`config.mk`:
```
export PLATFORM = sky130hd
export DESIGN_NAME = sram_arbiter_flat
export DESIGN_NICKNAME = d
export VERILOG_FILES = /design/src/rtl/sram_arbiter_if.sv /design/src/rtl/sram_arbiter.sv /design/src/flat_wrapper.sv
export SDC_FILE = /design/constraint.sdc
export NUM_CORES = 1
export LEC_CHECK = 0
export ABC_CLOCK_PERIOD_IN_PS = 2800
export BUFFER_PORTS_ARGS = -buffer_cell sky130_fd_sc_hd__buf_4
export CAP_MARGIN = 20
export CELL_PAD_IN_SITES_DETAIL_PLACEMENT = 1
export CELL_PAD_IN_SITES_GLOBAL_PLACEMENT = 1
export CORE_AREA = 3 3 133 135
export CTS_BUF_LIST = sky130_fd_sc_hd__clkbuf_8
export DETAILED_ROUTE_END_ITERATION = 7
export DIE_AREA = 0 0 136 138
export GPL_ROUTABILITY_DRIVEN = 0
export GPL_TIMING_DRIVEN = 0
export PLACE_DENSITY = 0.65
export SLEW_MARGIN = 20
export SYNTH_ARGS = -nofsm -noshare
export SYNTH_HDL_FRONTEND = slang
export SYNTH_SLANG_ARGS = --single-unit
export TNS_END_PERCENT = 30
```
`constraint.sdc`:
```
create_clock -name clk -period 2.8 [get_ports clk]
set_clock_uncertainty 0.2 [all_clocks]
set_input_delay 0.14 -clock clk [delete_from_list [all_inputs] [get_ports clk]]
set_output_delay 0.14 -clock clk [all_outputs]
set_load 0.02 [all_outputs]
```
`src/rtl/sram_arbiter_if.sv`:
```
// Bundles every handshake/bus signal around the SRAM arbiter.
//   master modport : the requesters and the SRAM bridge, i.e. everything outside
//                    the arbiter (drives m0/m1 requests and s_rd_valid/s_rd_data).
//   slave modport  : the arbiter itself.
// Ports:
//   m0_*  read-only channel from instruction fetch
//   m1_*  read/write channel from load/store
//   s_*   single downstream SRAM port
interface sram_arbiter_if #(
  parameter int DATA_WIDTH   = 32,
  parameter int ADDR_WIDTH   = 32,
  parameter int NUM_OF_BYTES = DATA_WIDTH / 8
);
  logic                    m0_rd_en;
  logic [ADDR_WIDTH-1:0]   m0_rd_addr;
  logic                    m0_cancel_rd;
  logic                    m0_rd_valid;
  logic [DATA_WIDTH-1:0]   m0_rd_data;

  logic                    m1_rd_en;
  logic [ADDR_WIDTH-1:0]   m1_rd_addr;
  logic                    m1_cancel_rd;
  logic                    m1_rd_valid;
  logic [DATA_WIDTH-1:0]   m1_rd_data;
  logic                    m1_wr_en;
  logic [ADDR_WIDTH-1:0]   m1_wr_addr;
  logic [DATA_WIDTH-1:0]   m1_wr_data;
  logic [NUM_OF_BYTES-1:0] m1_wr_mask;
  logic                    m1_wr_ready;

  logic                    s_rd_en;
  logic [ADDR_WIDTH-1:0]   s_rd_addr;
  logic                    s_cancel_rd;
  logic                    s_rd_valid;
  logic [DATA_WIDTH-1:0]   s_rd_data;
  logic                    s_wr_en;
  logic [ADDR_WIDTH-1:0]   s_wr_addr;
  logic [DATA_WIDTH-1:0]   s_wr_data;
  logic [NUM_OF_BYTES-1:0] s_wr_mask;

  modport master (
    output m0_rd_en, m0_rd_addr, m0_cancel_rd,
    input  m0_rd_valid, m0_rd_data,
    output m1_rd_en, m1_rd_addr, m1_cancel_rd,
    input  m1_rd_valid, m1_rd_data,
    output m1_wr_en, m1_wr_addr, m1_wr_data, m1_wr_mask,
    input  m1_wr_ready,
    input  s_rd_en, s_rd_addr, s_cancel_rd,
    output s_rd_valid, s_rd_data,
    input  s_wr_en, s_wr_addr, s_wr_data, s_wr_mask
  );

  modport slave (
    input  m0_rd_en, m0_rd_addr, m0_cancel_rd,
    output m0_rd_valid, m0_rd_data,
    input  m1_rd_en, m1_rd_addr, m1_cancel_rd,
    output m1_rd_valid, m1_rd_data,
    input  m1_wr_en, m1_wr_addr, m1_wr_data, m1_wr_mask,
    output m1_wr_ready,
    output s_rd_en, s_rd_addr, s_cancel_rd,
    input  s_rd_valid, s_rd_data,
    output s_wr_en, s_wr_addr, s_wr_data, s_wr_mask
  );
endinterface

```
`src/rtl/sram_arbiter.sv`:
```
// Shares one SRAM port between m0 (instruction fetch, read-only) and m1
// (load/store). One read outstanding at a time, round-robin between readers,
// m1 writes pass straight through whenever no read is in flight.
// Ports:
//   clk, rst : clock, asynchronous active-high reset
//   bus      : sram_arbiter_if.slave (m0/m1 requester channels, s_* SRAM side)
//
// state | meaning
// ------+------------------------------------------------
// IDLE  | no read outstanding; writes accepted, reads granted
// BUSY  | read outstanding for owner_q; s_rd_en/s_rd_addr held
module sram_arbiter #(
  parameter int DATA_WIDTH   = 32,
  parameter int ADDR_WIDTH   = 32,
  parameter int NUM_OF_BYTES = DATA_WIDTH / 8
) (
  input logic           clk,
  input logic           rst,
  sram_arbiter_if.slave bus
);

  typedef enum logic {IDLE, BUSY} state_t;

  state_t                state_q, state_d;
  logic                  owner_q, owner_d;
  logic                  last_grant_q, last_grant_d;
  logic                  s_rd_en_q, s_rd_en_d;
  logic [ADDR_WIDTH-1:0] s_rd_addr_q, s_rd_addr_d;
  logic                  s_cancel_rd_q, s_cancel_rd_d;

  logic                    elig0, elig1;
  logic                    grant0, grant1;
  logic                    owner_cancel;
  logic                    wr_ready;
  logic [DATA_WIDTH-1:0]   rd_data;
  logic [NUM_OF_BYTES-1:0] wr_mask;

  assign elig0 = bus.m0_rd_en & ~bus.m0_cancel_rd;
  assign elig1 = bus.m1_rd_en & ~bus.m1_cancel_rd;

  // On a tie the master that did not win last time goes next.
  assign grant1 = elig1 & (~elig0 | ~last_grant_q);
  assign grant0 = elig0 & ~grant1;

  assign owner_cancel = owner_q ? bus.m1_cancel_rd : bus.m0_cancel_rd;

  always_comb begin
    state_d       = state_q;
    owner_d       = owner_q;
    last_grant_d  = last_grant_q;
    s_rd_en_d     = s_rd_en_q;
    s_rd_addr_d   = s_rd_addr_q;
    s_cancel_rd_d = 1'b0;
    case (state_q)
      IDLE: begin
        // A write in the same cycle takes the port; reads wait a cycle.
        if (!bus.m1_wr_en && (grant0 || grant1)) begin
          state_d      = BUSY;
          owner_d      = grant1;
          last_grant_d = grant1;
          s_rd_en_d    = 1'b1;
          s_rd_addr_d  = grant1 ? bus.m1_rd_addr : bus.m0_rd_addr;
        end
      end
      BUSY: begin
        // Cancel beats a coincident s_rd_valid: the data is simply dropped.
        if (owner_cancel) begin
          state_d       = IDLE;
          s_rd_en_d     = 1'b0;
          s_cancel_rd_d = 1'b1;
        end else if (bus.s_rd_valid) begin
          state_d   = IDLE;
          s_rd_en_d = 1'b0;
        end
      end
      default: state_d = IDLE;
    endcase
  end

  always_ff @(posedge clk or posedge rst) begin
    if (rst) begin
      state_q       <= IDLE;
      owner_q       <= 1'b0;
      last_grant_q  <= 1'b1;
      s_rd_en_q     <= 1'b0;
      s_rd_addr_q   <= '0;
      s_cancel_rd_q <= 1'b0;
    end else begin
      state_q       <= state_d;
      owner_q       <= owner_d;
      last_grant_q  <= last_grant_d;
      s_rd_en_q     <= s_rd_en_d;
      s_rd_addr_q   <= s_rd_addr_d;
      s_cancel_rd_q <= s_cancel_rd_d;
    end
  end

  assign bus.s_rd_en     = s_rd_en_q;
  assign bus.s_rd_addr   = s_rd_addr_q;
  assign bus.s_cancel_rd = s_cancel_rd_q;

  // Read completion is returned in the same cycle as s_rd_valid.
  assign bus.m0_rd_valid = (state_q == BUSY) & ~owner_q & bus.s_rd_valid & ~bus.m0_cancel_rd;
  assign bus.m1_rd_valid = (state_q == BUSY) &  owner_q & bus.s_rd_valid & ~bus.m1_cancel_rd;

  assign rd_data         = bus.s_rd_data;
  assign bus.m0_rd_data  = rd_data;
  assign bus.m1_rd_data  = rd_data;

  // Write pass-through; rst gates it because state_q already reads IDLE in reset.
  assign wr_ready        = (state_q == IDLE);
  assign bus.m1_wr_ready = wr_ready;
  assign bus.s_wr_en     = bus.m1_wr_en & wr_ready & ~rst;
  assign bus.s_wr_addr   = bus.m1_wr_addr;
  assign bus.s_wr_data   = bus.m1_wr_data;
  assign wr_mask         = bus.m1_wr_mask;
  assign bus.s_wr_mask   = wr_mask;

endmodule

```
`src/flat_wrapper.sv`:
```
// flat-port wrapper written by rule: the top's interface ports become plain ports
module sram_arbiter_flat 
#(
  parameter int DATA_WIDTH   = 32,
  parameter int ADDR_WIDTH   = 32,
  parameter int NUM_OF_BYTES = DATA_WIDTH / 8
)
  (clk, rst, bus_m0_rd_en, bus_m0_rd_addr, bus_m0_cancel_rd, bus_m0_rd_valid, bus_m0_rd_data, bus_m1_rd_en, bus_m1_rd_addr, bus_m1_cancel_rd, bus_m1_rd_valid, bus_m1_rd_data, bus_m1_wr_en, bus_m1_wr_addr, bus_m1_wr_data, bus_m1_wr_mask, bus_m1_wr_ready, bus_s_rd_en, bus_s_rd_addr, bus_s_cancel_rd, bus_s_rd_valid, bus_s_rd_data, bus_s_wr_en, bus_s_wr_addr, bus_s_wr_data, bus_s_wr_mask);
  sram_arbiter_if #(.DATA_WIDTH(DATA_WIDTH), .ADDR_WIDTH(ADDR_WIDTH), .NUM_OF_BYTES(NUM_OF_BYTES)) bus_i ();
  input logic clk;
  input logic rst;
  input wire logic [$bits(bus_i.m0_rd_en)-1:0] bus_m0_rd_en;
  input wire logic [$bits(bus_i.m0_rd_addr)-1:0] bus_m0_rd_addr;
  input wire logic [$bits(bus_i.m0_cancel_rd)-1:0] bus_m0_cancel_rd;
  output wire logic [$bits(bus_i.m0_rd_valid)-1:0] bus_m0_rd_valid;
  output wire logic [$bits(bus_i.m0_rd_data)-1:0] bus_m0_rd_data;
  input wire logic [$bits(bus_i.m1_rd_en)-1:0] bus_m1_rd_en;
  input wire logic [$bits(bus_i.m1_rd_addr)-1:0] bus_m1_rd_addr;
  input wire logic [$bits(bus_i.m1_cancel_rd)-1:0] bus_m1_cancel_rd;
  output wire logic [$bits(bus_i.m1_rd_valid)-1:0] bus_m1_rd_valid;
  output wire logic [$bits(bus_i.m1_rd_data)-1:0] bus_m1_rd_data;
  input wire logic [$bits(bus_i.m1_wr_en)-1:0] bus_m1_wr_en;
  input wire logic [$bits(bus_i.m1_wr_addr)-1:0] bus_m1_wr_addr;
  input wire logic [$bits(bus_i.m1_wr_data)-1:0] bus_m1_wr_data;
  input wire logic [$bits(bus_i.m1_wr_mask)-1:0] bus_m1_wr_mask;
  output wire logic [$bits(bus_i.m1_wr_ready)-1:0] bus_m1_wr_ready;
  output wire logic [$bits(bus_i.s_rd_en)-1:0] bus_s_rd_en;
  output wire logic [$bits(bus_i.s_rd_addr)-1:0] bus_s_rd_addr;
  output wire logic [$bits(bus_i.s_cancel_rd)-1:0] bus_s_cancel_rd;
  input wire logic [$bits(bus_i.s_rd_valid)-1:0] bus_s_rd_valid;
  input wire logic [$bits(bus_i.s_rd_data)-1:0] bus_s_rd_data;
  output wire logic [$bits(bus_i.s_wr_en)-1:0] bus_s_wr_en;
  output wire logic [$bits(bus_i.s_wr_addr)-1:0] bus_s_wr_addr;
  output wire logic [$bits(bus_i.s_wr_data)-1:0] bus_s_wr_data;
  output wire logic [$bits(bus_i.s_wr_mask)-1:0] bus_s_wr_mask;
  assign bus_i.m0_rd_en = bus_m0_rd_en;
  assign bus_i.m0_rd_addr = bus_m0_rd_addr;
  assign bus_i.m0_cancel_rd = bus_m0_cancel_rd;
  assign bus_m0_rd_valid = bus_i.m0_rd_valid;
  assign bus_m0_rd_data = bus_i.m0_rd_data;
  assign bus_i.m1_rd_en = bus_m1_rd_en;
  assign bus_i.m1_rd_addr = bus_m1_rd_addr;
  assign bus_i.m1_cancel_rd = bus_m1_cancel_rd;
  assign bus_m1_rd_valid = bus_i.m1_rd_valid;
  assign bus_m1_rd_data = bus_i.m1_rd_data;
  assign bus_i.m1_wr_en = bus_m1_wr_en;
  assign bus_i.m1_wr_addr = bus_m1_wr_addr;
  assign bus_i.m1_wr_data = bus_m1_wr_data;
  assign bus_i.m1_wr_mask = bus_m1_wr_mask;
  assign bus_m1_wr_ready = bus_i.m1_wr_ready;
  assign bus_s_rd_en = bus_i.s_rd_en;
  assign bus_s_rd_addr = bus_i.s_rd_addr;
  assign bus_s_cancel_rd = bus_i.s_cancel_rd;
  assign bus_i.s_rd_valid = bus_s_rd_valid;
  assign bus_i.s_rd_data = bus_s_rd_data;
  assign bus_s_wr_en = bus_i.s_wr_en;
  assign bus_s_wr_addr = bus_i.s_wr_addr;
  assign bus_s_wr_data = bus_i.s_wr_data;
  assign bus_s_wr_mask = bus_i.s_wr_mask;
  sram_arbiter #(.DATA_WIDTH(DATA_WIDTH), .ADDR_WIDTH(ADDR_WIDTH), .NUM_OF_BYTES(NUM_OF_BYTES)) u_core (.clk(clk), .rst(rst), .bus(bus_i));
endmodule
```
==> results of run 1 <==
-- final cells by class --
type / count / area (µm²) / share of cell area (%)
Timing Repair Buffer: 310 / 2510 / 43.90
Buffer: 146 / 1132 / 19.80
Sequential cell: 37 / 927.1 / 16.21
Multi-Input combinational cell: 147 / 745.7 / 13.04
Tap cell: 220 / 275.3 / 4.814
Clock buffer: 6 / 82.58 / 1.444
Clock inverter: 2 / 37.54 / 0.6565
Inverter: 2 / 7.507 / 0.1313
-- cells by family after synthesis --
logic type	after synthesis	share of synthesized area (%)
buf+inv	148	40.52
simple gates	109	17.35
flops	37	32.96
compound gates	35	7.874
mux	3	1.290
-- cell usage in the layout, fill, tap and decap left out, types with 2 or more instances in the layout --
cell type      synthesis  final
clkbuf_8               0      6
dlygate4sd3_1          0     68
nand2_2               20     20
buf_6                  5      5
buf_4                132    373
nor2_1                34     34
nor2b_1                2      2
buf_2                  6      6
dfrtp_1               36     36
nand2_1               46     46
buf_12                 2      3
a31oi_1               32     32
-- metal layers --
metal / vias up / GRT usage (%) / wire length (µm)
li1: 1564 / - / -
met1: 1515 / 12.42 / 4270
met2: 198 / 24.62 / 6663
met3: 14 / 3.525 / 1215
met4: 0 / 3.873 / 216
met5: - / 0 / 0
-- sequential cells by signal, indices dropped and copies added, names as in the netlist --
register,flops
u_core.bus.s_cancel_rd,1
u_core.bus.s_rd_addr,32
u_core.bus.s_rd_en,1
u_core.last_grant_q,1
u_core.owner_q,1
u_core.state_q,1
-- per-stage QoR --
step	instances	hold WS [ns]	power (mW)	setup WS, ns
after detailed placement	794	-0.07491	1.869	1.085
after CTS	870	0.1136	2.618	0.5261
final	870	0.1408	2.571	0.5181
after global routing	870	0.1413	2.731	0.3637
after floorplan	332	0.07871	1.352	1.149
after global placement	793	0.2059	1.846	0.5312
-- where the power goes --
part	switching, mW	internal (mW)
registers	0.0702	0.655
clock network	0.234	0.290
logic	0.601	0.719
total	0.906	1.66
-- timing repair --
action,CTS,global route
buffers inserted,0,0
hold endpoints to repair,71,0
hold buffers,68,0
-- worst min-delay path, cell delays in order --
cell,delay (ns)
dlygate4sd3_1,0.54
buf_4,0.14
inv_2,0.25
-- final timing paths --
path / endpoint / start
worst max-delay path: u_core.bus.s_rd_addr[14] / u_core.last_grant_q
worst min-delay path: u_core.bus.s_rd_addr[12] / rst
worst max register to register: u_core.bus.s_rd_addr[14] / u_core.last_grant_q
worst min register to register: u_core.bus.s_rd_en / u_core.bus.s_rd_en
max in group asynchronous: u_core.last_grant_q / rst
min in group clk: u_core.state_q / bus_m0_cancel_rd
==> results.md, run 1 <==
- WS Path Type: flip-flop to flip-flop
- CP peak stage delay: 0.57 ns
- CTS max path bufs: 2
- Synth Net Count: 504
- Seq cells post-synth: 37
- Crit share post-route: between 80% and 90%
- CTS root buffer: clkbuf_8
- Cell Rows: 47
- PortBufs: 241
- Fin. max-slew vios: 0
- Crit-path most repeated cell: nand2_1
- Top FF cell, synth: dfrtp_1
- Die area: 18770 µm²
- Fill cells: 2022
- Routed wire length per instance: 14.21 µm
- Starting Density: 16.96%
- Commonest cells in the netlist: 132 x buf_4, 46 x nand2_1, 36 x dfrtp_1
- Die height: 138 µm
- Core ar.: 16580 µm²
- Final worst path period need: ~2.3 ns
- Placed cell areas: 4917 µm²
- Synthesis-to-finish area growth: 103.3%
- Synth area leader: buf_4
- ANT cells: 0
- Layout cells sized above 1: 65.08%
- CTS sink count: 37
- Sequential element share of the synthesized area: around 33%
- Worst Setup End Kind: flip-flop
- Reg2Reg Depth: 6
- Count leader, synth: buf_4
- Pwr dens: 449.6 nW/µm²
- Clk pin slew, worst setup/hold paths: 0.09 ns
- Overflow after GRT: 0
- Drt pass-1 iters: 4
- Slowest-stage cell, CP: dlygate4sd3_1
- Critical path arrival: around 2.3 ns
- Crit path max fanout: 10
- Synth top area share: 35.23%
- Count of cell types in the netlist: 26
- Worst-Skew Late Latency: 0.31 ns
- Nets@finish: around 820
- Slew @ Worst Pin: about 0.33 ns
- Io pins: 342
- Vias in the first global route: ~3700
- Startpoint types: flip-flop
- Syn. warnings: 0
- Status: finished clean
- Die Wd: approximately 140 µm
- Final setup viols: 0
- Max VDD drop: 264.1 µV
- DRT iter0 DRCs: 54
- EDFF count, synth: 0
- Worst reg2reg setup slack: 0.52 ns
- RSZ-0062 raised after global routing: false
- Worst hold path type: input pin to async pin
- Dpl hpwl: 9.595 mm
- Avg Cell Area, Syn: 8.472 µm²
- MaxCap Viol Count: 0
- Worst EP required: 2.85 ns
- Largest net degree at the start of global routing: 28
- Initial antenna violation count: 0
- Crit path buffers/inverters: 2
- Final Cell Area: 5718 µm²
- CP top delay family: buffers and inverters
- Total Wirelength: 12.37 mm
- Post-DRT Antenna Nets: 0
- Syn Inst Count: about 330
- CTS H-tree lvls: 2
- Slew headroom: about four fifths
- FFs w/ async S/R, synth: 100.0%
- Total GRT Usage: 12.53%
- Post-CTS sizing: 0
- DRC: 0
- First-pass GRT wire length: 18.50 mm
- Top cells by area, synth: buf_4 35%, dfrtp_1 32%, a31oi_1 7.1%
- Final Hold Fails: 0
- Worst path depth: 6
- Worst-path cell chain: nand3b_1, nand2_1, buf_2, nand2_1, a31oi_1, dlygate4sd3_1
- Peak Freq: 0.4382 GHz
- Num CTS Buffers: 5
- CTS tree: built
- Vias per inst: 3.783
- Synthesized cell area: 2813 µm²
- P_leak: just under 3 nW
- Vias: 3291
- Setup_tns: 0 ns
- Final core occ: 34.48%
Power figures use the tool's default switching activity.
==> run 2: changes to the inputs <==
--- a/config.mk
+++ b/config.mk
@@ -5,18 +5,19 @@
 export SDC_FILE = /design/constraint.sdc
 export NUM_CORES = 1
 export LEC_CHECK = 0
-export ABC_CLOCK_PERIOD_IN_PS = 2800
+export ABC_AREA = 1
+export ABC_CLOCK_PERIOD_IN_PS = 2200
 export BUFFER_PORTS_ARGS = -buffer_cell sky130_fd_sc_hd__buf_4
 export CAP_MARGIN = 20
 export CELL_PAD_IN_SITES_DETAIL_PLACEMENT = 1
 export CELL_PAD_IN_SITES_GLOBAL_PLACEMENT = 1
-export CORE_AREA = 3 3 133 135
+export CORE_AREA = 3 3 132 134
 export CTS_BUF_LIST = sky130_fd_sc_hd__clkbuf_8
 export DETAILED_ROUTE_END_ITERATION = 7
-export DIE_AREA = 0 0 136 138
+export DIE_AREA = 0 0 135 137
 export GPL_ROUTABILITY_DRIVEN = 0
 export GPL_TIMING_DRIVEN = 0
-export PLACE_DENSITY = 0.65
+export PLACE_DENSITY = 0.7
 export SLEW_MARGIN = 20
 export SYNTH_ARGS = -nofsm -noshare
 export SYNTH_HDL_FRONTEND = slang
==> constraint.sdc (replaced) <==
create_clock -name clk -period 2.2 [get_ports clk]
set_clock_uncertainty 0.2 [all_clocks]
set_input_delay 0.11 -clock clk [delete_from_list [all_inputs] [get_ports clk]]
set_output_delay 0.11 -clock clk [all_outputs]
set_load 0.02 [all_outputs]
==> results.md, run 2 <==
- Simple-Gate Fraction of Synth Area: 25.02% (+7.7 points)
- ANT cells: 0 (unchanged)
- Vias: 3686 (+12%)
- Layout cells sized above 1: 52.84% (-12 points)
- Final setup viols: 0 (unchanged)
- Adder-cell share of the synthesized area: 0% (unchanged)
- Pwr dens: 492.8 nW/µm² (+9.6%)
- Synthesis-to-finish area growth: 94.43%
- Vias per inst: 3.773 (-0.26%)
- WS Path Type: input pin to flip-flop
- Critical path arrival: 2.06 ns (-0.28 ns)
- First-pass GRT wire length: 20.91 mm (+13%)
- Core ar.: 16410 µm² (-1.1%)
- CTS H-tree lvls: 2 (unchanged)
- Commonest non-fill, non-tap cells in the layout: 373 x buf_4, 106 x nand2_1, 70 x inv_1
- Crit path max fanout: 7 (-3)
- Io pins: 342 (unchanged)
- Slew headroom: 64.70% (-13 points)
- Worst EP required: 2.26 ns (-0.59 ns)
- CTS max path bufs: 2 (unchanged)
- Clk pin slew, worst setup/hold paths: 0.09 ns (about the same)
- Register area: 927.1 µm² (unchanged)
- Peak Freq: approximately 0.50 GHz
- Routed wire length per instance: 14.48 µm (+1.9%)
- Multi-input gate area: 795.8 µm² (+6.7%)
- EDFF count, synth: 0 (unchanged)
- Overflow after GRT: 0 (unchanged)
- Die height: 137 µm (-0.72%)
- Synth Net Count: 610 (+21%)
- Vias in the first global route: 3986 (+7.5%)
- Final core occ: 36.21% (+1.7 points)
- Total Wirelength: 14.15 mm (+14%)
- Cell Rows: 47 (unchanged)
- Count of cell types in the netlist: 17 (-35%)
- Cells after DPL: 900 (+13%)
- CTS sink count: 37 (unchanged)
- Worst-Skew Late Latency: 0.31 ns (about the same)
- Commonest cells in the netlist: 132 x buf_4, 106 x nand2_1, 70 x inv_1
- DRC: 0 (unchanged)
- FFs w/ async S/R, synth: 100.0% (unchanged)
- Worst Setup End Kind: flip-flop
- Sequential element share of the synthesized area: 30.34% (-2.6 points)
- Tot Pwr: 2.928 mW (+14%)
- Seq cells post-synth: 37 (unchanged)
- Die Wd: 135 µm (-0.74%)
- RSZ-0062 raised after global routing: false
- Synth area leader: buf_4
- Commonest non-fill, non-tap cell in the layout: buf_4
- Top FF cell, synth: dfrtp_1
- MaxCap Viol Count: 0 (unchanged)
- Final Hold Fails: 0 (unchanged)
- Multiplexer share of the synthesized area: 0% (-1.3 points)
- Starting Density: 18.62% (+1.7 points)
- CTS tree: built
- Worst reg2reg setup slack: 0.24 ns (-0.28 ns)
- Worst hold path type: input pin to flip-flop
- PortBufs: 241 (unchanged)
- Setup_tns: 0 ns (unchanged)
- Top cells by area, synth: buf_4 32%, dfrtp_1 29%, nand2_1 13%
- Drt pass-1 iters: 4 (unchanged)
- Num CTS Buffers: 5 (unchanged)
- Status: finished clean
- Initial antenna violation count: 0 (unchanged)
- Max VDD drop: 178.5 µV (-32%)
- Post-DRT Antenna Nets: 0 (unchanged)
- P_leak: 3.476 nW (+19%)
- Setup ws final: 0.2005 ns (-0.3176 ns)
- Total GRT Usage: 14.56% (+2.0 points)
- Final worst path period need: 1.999 ns
- Syn Inst Count: 438 (+32%)
- Fin cells: 977 (+12%)
- Slew @ Worst Pin: 0.5295 ns (+0.2018 ns)
- Fin. max-slew vios: 0 (unchanged)
- Avg Cell Area, Syn: 6.976 µm² (-18%)
- Count leader, synth: buf_4
- Startpoint types: input pin
- Post CTS Setup Buffer Count: 0 (unchanged)
- Crit share post-route: 90.89%
- Post-Synth XOR/XNOR Area: 0% (unchanged)
- CTS root buffer: clkbuf_8
- Largest net degree at the start of global routing: 21 (-25%)
- Max reg flops: 32 (unchanged)
- Fill cells: 2008 (-0.69%)
- Compound-gate portion of the synthesized area: 1.024% (-6.8 points)
- Die area: 18500 µm² (-1.5%)
- Combinational family with the most area after synthesis: buffers and inverters
- Dpl hpwl: 10.63 mm (+11%)
- Nets@finish: 928 (+13%)
- DRT iter0 DRCs: 96 (+78%)
- Pre-CTS WS: 0.3481 ns (-0.7369 ns)
- Syn. warnings: 0 (unchanged)
- Synthesized cell area: 3055 µm² (+8.6%)
- Synth top area share: 32.43% (-2.8 points)
[run 2: cell types whose count changed in the layout (fill, tap and decap cells not counted), sizes merged, moves of 3 or more]
cell,previous run,this run
inv,2,73
nand3,0,67
nand2,66,106
a31oi,32,0
nor2,34,2
nor2b,3,0
[run 2: layout make-up]
| type | count | area share, % |
|---|---|---|
| clock buffer | 5 | 1.158 |
| sequential | 37 | 15.61 |
| clock inverter | 3 | 0.2317 |
| inverter | 72 | 4.549 |
| buffer | 147 | 17.88 |
| timing repair buffer | 311 | 42.54 |
| multi-input combinational | 182 | 13.40 |
| tap | 220 | 4.634 |
[run 2: layer usage]
metal	GRT usage [%]	part of all wire (%)
met1	14.94	35
met2	28.29	55
met3	4.706	8.7
met4	3.863	1.5
met5	0	0
[run 2: final timing paths]
kind                                          start                      end  depth (start not counted)
worst min register to register  u_core.last_grant_q      u_core.last_grant_q                          2
min in group asynchronous                       rst           u_core.state_q                          3
max in group asynchronous                       rst      u_core.last_grant_q                          4
worst min-delay path                   bus_m1_wr_en      u_core.last_grant_q                          6
worst max register to register  u_core.last_grant_q  u_core.bus.s_rd_addr[2]                          6
worst max-delay path               bus_m1_cancel_rd  u_core.bus.s_rd_addr[2]                          8
[run 2: metrics by stage]
| stage | hold WS [ns] | instance area [µm²] |
|---|---|---|
| 2_1_floorplan | 0.08895 | 3055 |
| 3_3_place_gp | 0.2174 | 5140 |
| 3_5_place_dp | -0.007200 | 5167 |
| 4_1_cts | 0.05839 | 5941 |
| 5_1_grt | 0.1019 | 5941 |
| 6_report | 0.06184 | 5941 |
[run 2: cell families after synthesis]
group / count (synthesis)
flip-flops: 37
AND/OR/NAND/NOR: 178
buffers and inverters: 219
AO/OA/AOI/OAI: 4
[run 2: timing repair]
item | in CTS | in global routing
endpoints found under the hold margin | 60 | 0
resized for setup | 0 | 0
hold buffers | 69 | 0
[run 2: worst max-delay path, stage by stage]
cell and delay, ns:
dlygate4sd3_1 0.54, buf_4 0.14, nor2_2 0.27, nand2_1 0.20
nand2_1 0.10, nand3_1 0.07, dlygate4sd3_1 0.56, nand2_1 0.06
[run 2: where the power goes]
group / leakage [nW] / internal (mW) / switching (mW)
registers: 0.456 / 0.829 / 0.0829
clock network: 0.0491 / 0.216 / 0.288
logic: 2.97 / 0.749 / 0.762
==> run 3: changes to the inputs <==
--- a/config.mk
+++ b/config.mk
@@ -6,7 +6,7 @@
 export NUM_CORES = 1
 export LEC_CHECK = 0
 export ABC_AREA = 1
-export ABC_CLOCK_PERIOD_IN_PS = 2200
+export ABC_CLOCK_PERIOD_IN_PS = 2000
 export BUFFER_PORTS_ARGS = -buffer_cell sky130_fd_sc_hd__buf_4
 export CAP_MARGIN = 20
 export CELL_PAD_IN_SITES_DETAIL_PLACEMENT = 1
==> constraint.sdc (replaced) <==
create_clock -name clk -period 2 [get_ports clk]
set_clock_uncertainty 0.2 [all_clocks]
set_input_delay 0.1 -clock clk [delete_from_list [all_inputs] [get_ports clk]]
set_output_delay 0.1 -clock clk [all_outputs]
set_load 0.02 [all_outputs]
==> results.md, run 3 (same netlist as run 2, synthesis figures left out) <==
- Initial antenna violation count: 0 (unchanged)
- Die height: 137 µm (unchanged)
- Core ar.: 16410 µm² (unchanged)
- Max reg flops: 32 (unchanged)
- Worst reg2reg setup slack: 0.24 ns (about the same)
- Dpl hpwl: 10.63 mm (unchanged)
- Pwr dens: 541.7 nW/µm² (+9.9%)
- DRT iter0 DRCs: 72 (-25%)
- DRC: 0 (unchanged)
- Largest net degree at the start of global routing: 21 (unchanged)
- Slew @ Worst Pin: 0.5350 ns (+0.005446 ns)
- Cell Rows: 47 (unchanged)
- Num CTS Buffers: 5 (unchanged)
- Final worst path period need: 1.760 ns
- Total Wirelength: 14.17 mm (+0.16%)
- Total GRT Usage: 14.57% (about the same)
- Overflow after GRT: 0 (unchanged)
- CP peak stage delay: 0.54 ns (-0.02 ns)
- Final setup viols: 0 (unchanged)
- CTS H-tree lvls: 2 (unchanged)
- P_leak: 3.480 nW (+0.13%)
- Worst-Skew Late Latency: 0.31 ns (about the same)
- Pre-CTS WS: 0.1481 ns (-0.2000 ns)
- MaxCap Viol Count: 0 (unchanged)
- Commonest non-fill, non-tap cell in the layout: buf_4
- Fin. max-slew vios: 0 (unchanged)
- RSZ-0062 raised after global routing: false
- Layout cells sized above 1: 52.84% (unchanged)
- Post-DRT Antenna Nets: 0 (unchanged)
- CP top delay family: simple AND/OR/NAND/NOR gates
- Commonest non-fill, non-tap cells in the layout: 373 x buf_4, 106 x nand2_1, 70 x inv_1
- Nets@finish: 928 (unchanged)
- Crit-path most repeated cell: nand2_1
- Cells on Worst Hold Path: 6 (unchanged)
- Final Hold Fails: 0 (unchanged)
- Slowest-stage cell, CP: dfstp_2
- Hold endpoint: u_core.bus.s_rd_addr[3]
- Worst setup path start: u_core.last_grant_q
- Max VDD drop: 196.0 µV (+9.8%)
- Die area: 18500 µm² (unchanged)
- Status: finished clean
- Worst hold path type: input pin to flip-flop
- RR Startpoint: u_core.last_grant_q
- Worst Setup End Kind: flip-flop
- Critical path arrival: 1.75 ns (-0.31 ns)
- Die Wd: 135 µm (unchanged)
- Crit path max fanout: 10 (+3)
- CTS max path bufs: 2 (unchanged)
- CTS root buffer: clkbuf_8
- Setup_tns: 0 ns (unchanged)
- Setup ws final: 0.2402 ns (+0.03972 ns)
- Drt pass-1 iters: 4 (unchanged)
- WS Path Type: flip-flop to flip-flop
- Fill cells: 2005 (-0.15%)
- Starting Density: 18.62% (unchanged)
- CTS tree: built
- Post CTS Setup Buffer Count: 0 (unchanged)
- Worst-path cell chain: nand3_2, nand2_1, buf_2, nand2_1, nand3_1, nand2_1
- Post-CTS sizing: 0 (unchanged)
- Synthesis-to-finish area growth: 94.43% (unchanged)
- ANT cells: 0 (unchanged)
- Post-CTS Hold Buffers: 69 (unchanged)
- Crit path buffers/inverters: 1 (-2)
- Critical R2R Capture: u_core.bus.s_rd_addr[15]
- Vias per inst: 3.791 (+0.49%)
- Peak Freq: 0.5683 GHz
- PortBufs: 241 (unchanged)
- Vias: 3704 (+0.49%)
- Routed wire length per instance: 14.50 µm (+0.16%)
- Reg2Reg Depth: 6 (unchanged)
- Clk pin slew, worst setup/hold paths: 0.09 ns (about the same)
- Slew headroom: 64.34% (-0.36 points)
- Io pins: 342 (unchanged)
- Startpoint types: flip-flop
- CTS sink count: 37 (unchanged)
- Worst EP required: 1.99 ns (-0.27 ns)
- First-pass GRT wire length: 20.96 mm (+0.23%)
- Vias in the first global route: 4007 (+0.53%)
- Worst Min Path Start: bus_m1_wr_en
- Crit share post-route: 87.99%
[run 3: cell counts in the layout (fill, tap and decap cells not counted)]
No cell type changed its count.
[run 3: how the worst max path moves through the flow]
stage / to / depth (start not counted) / slack (ns)
3_3_place_gp: u_core.bus.s_rd_addr[15] / 2 / 0.04
4_1_cts: u_core.bus.s_rd_addr[9] / 6 / 0.14
5_1_grt: u_core.bus.s_rd_addr[11] / 6 / 0.05
3_5_place_dp: u_core.bus.s_rd_addr[9] / 6 / 0.15
2_1_floorplan: u_core.bus.s_rd_addr[12] / 7 / 0.53
6_report: u_core.bus.s_rd_addr[15] / 6 / 0.24
[run 3: routing by layer]
layer / share of wire, % / up-vias / GRT usage, %
li1: - / 1812 / -
met3: 8.4 / 14 / 4.522
met5: 0 / - / 0
met2: 55 / 182 / 28.43
met4: 1.5 / 0 / 3.863
met1: 35 / 1696 / 14.96
[run 3: where the power goes]
part           internal [mW]  switching, mW
sequential             0.912         0.0916
clock                  0.237          0.314
combinational          0.824          0.839
[run 3: worst min-delay path, cell delays in order]
cell	delay (ns)
buf_4	0.08
inv_1	0.05
nand2_1	0.11
a21oi_4	0.07
nand3_1	0.07
nand2_1	0.04
[run 3: cell type report]
| type | count | area, µm² | share of cell area (%) |
|---|---|---|---|
| plain buffers | 147 | 1062 | 17.88 |
| clock buffers | 5 | 68.82 | 1.158 |
| clock inverters | 3 | 13.76 | 0.2317 |
| inverters | 72 | 270.3 | 4.549 |
| multi-input cells | 182 | 795.8 | 13.40 |
| flip-flops and latches | 37 | 927.1 | 15.61 |
| well taps | 220 | 275.3 | 4.634 |
| repair buffers | 311 | 2527 | 42.54 |
[run 3: stage by stage]
| stage | hold WS [ns] | area, µm² | std cells | power, mW | utilization, % |
|---|---|---|---|---|---|
| 2_1_floorplan | 0.07895 | 3055 | 438 | 1.866 | - |
| 3_3_place_gp | 0.1974 | 5140 | 899 | 2.563 | 31.33 |
| 3_5_place_dp | -0.01720 | 5167 | 900 | 2.598 | 31.50 |
| 4_1_cts | 0.02421 | 5941 | 977 | 3.301 | 36.21 |
| 5_1_grt | 0.06083 | 5941 | 977 | 3.450 | 36.21 |
| 6_report | 0.04145 | 5941 | 977 | 3.218 | 36.21 |
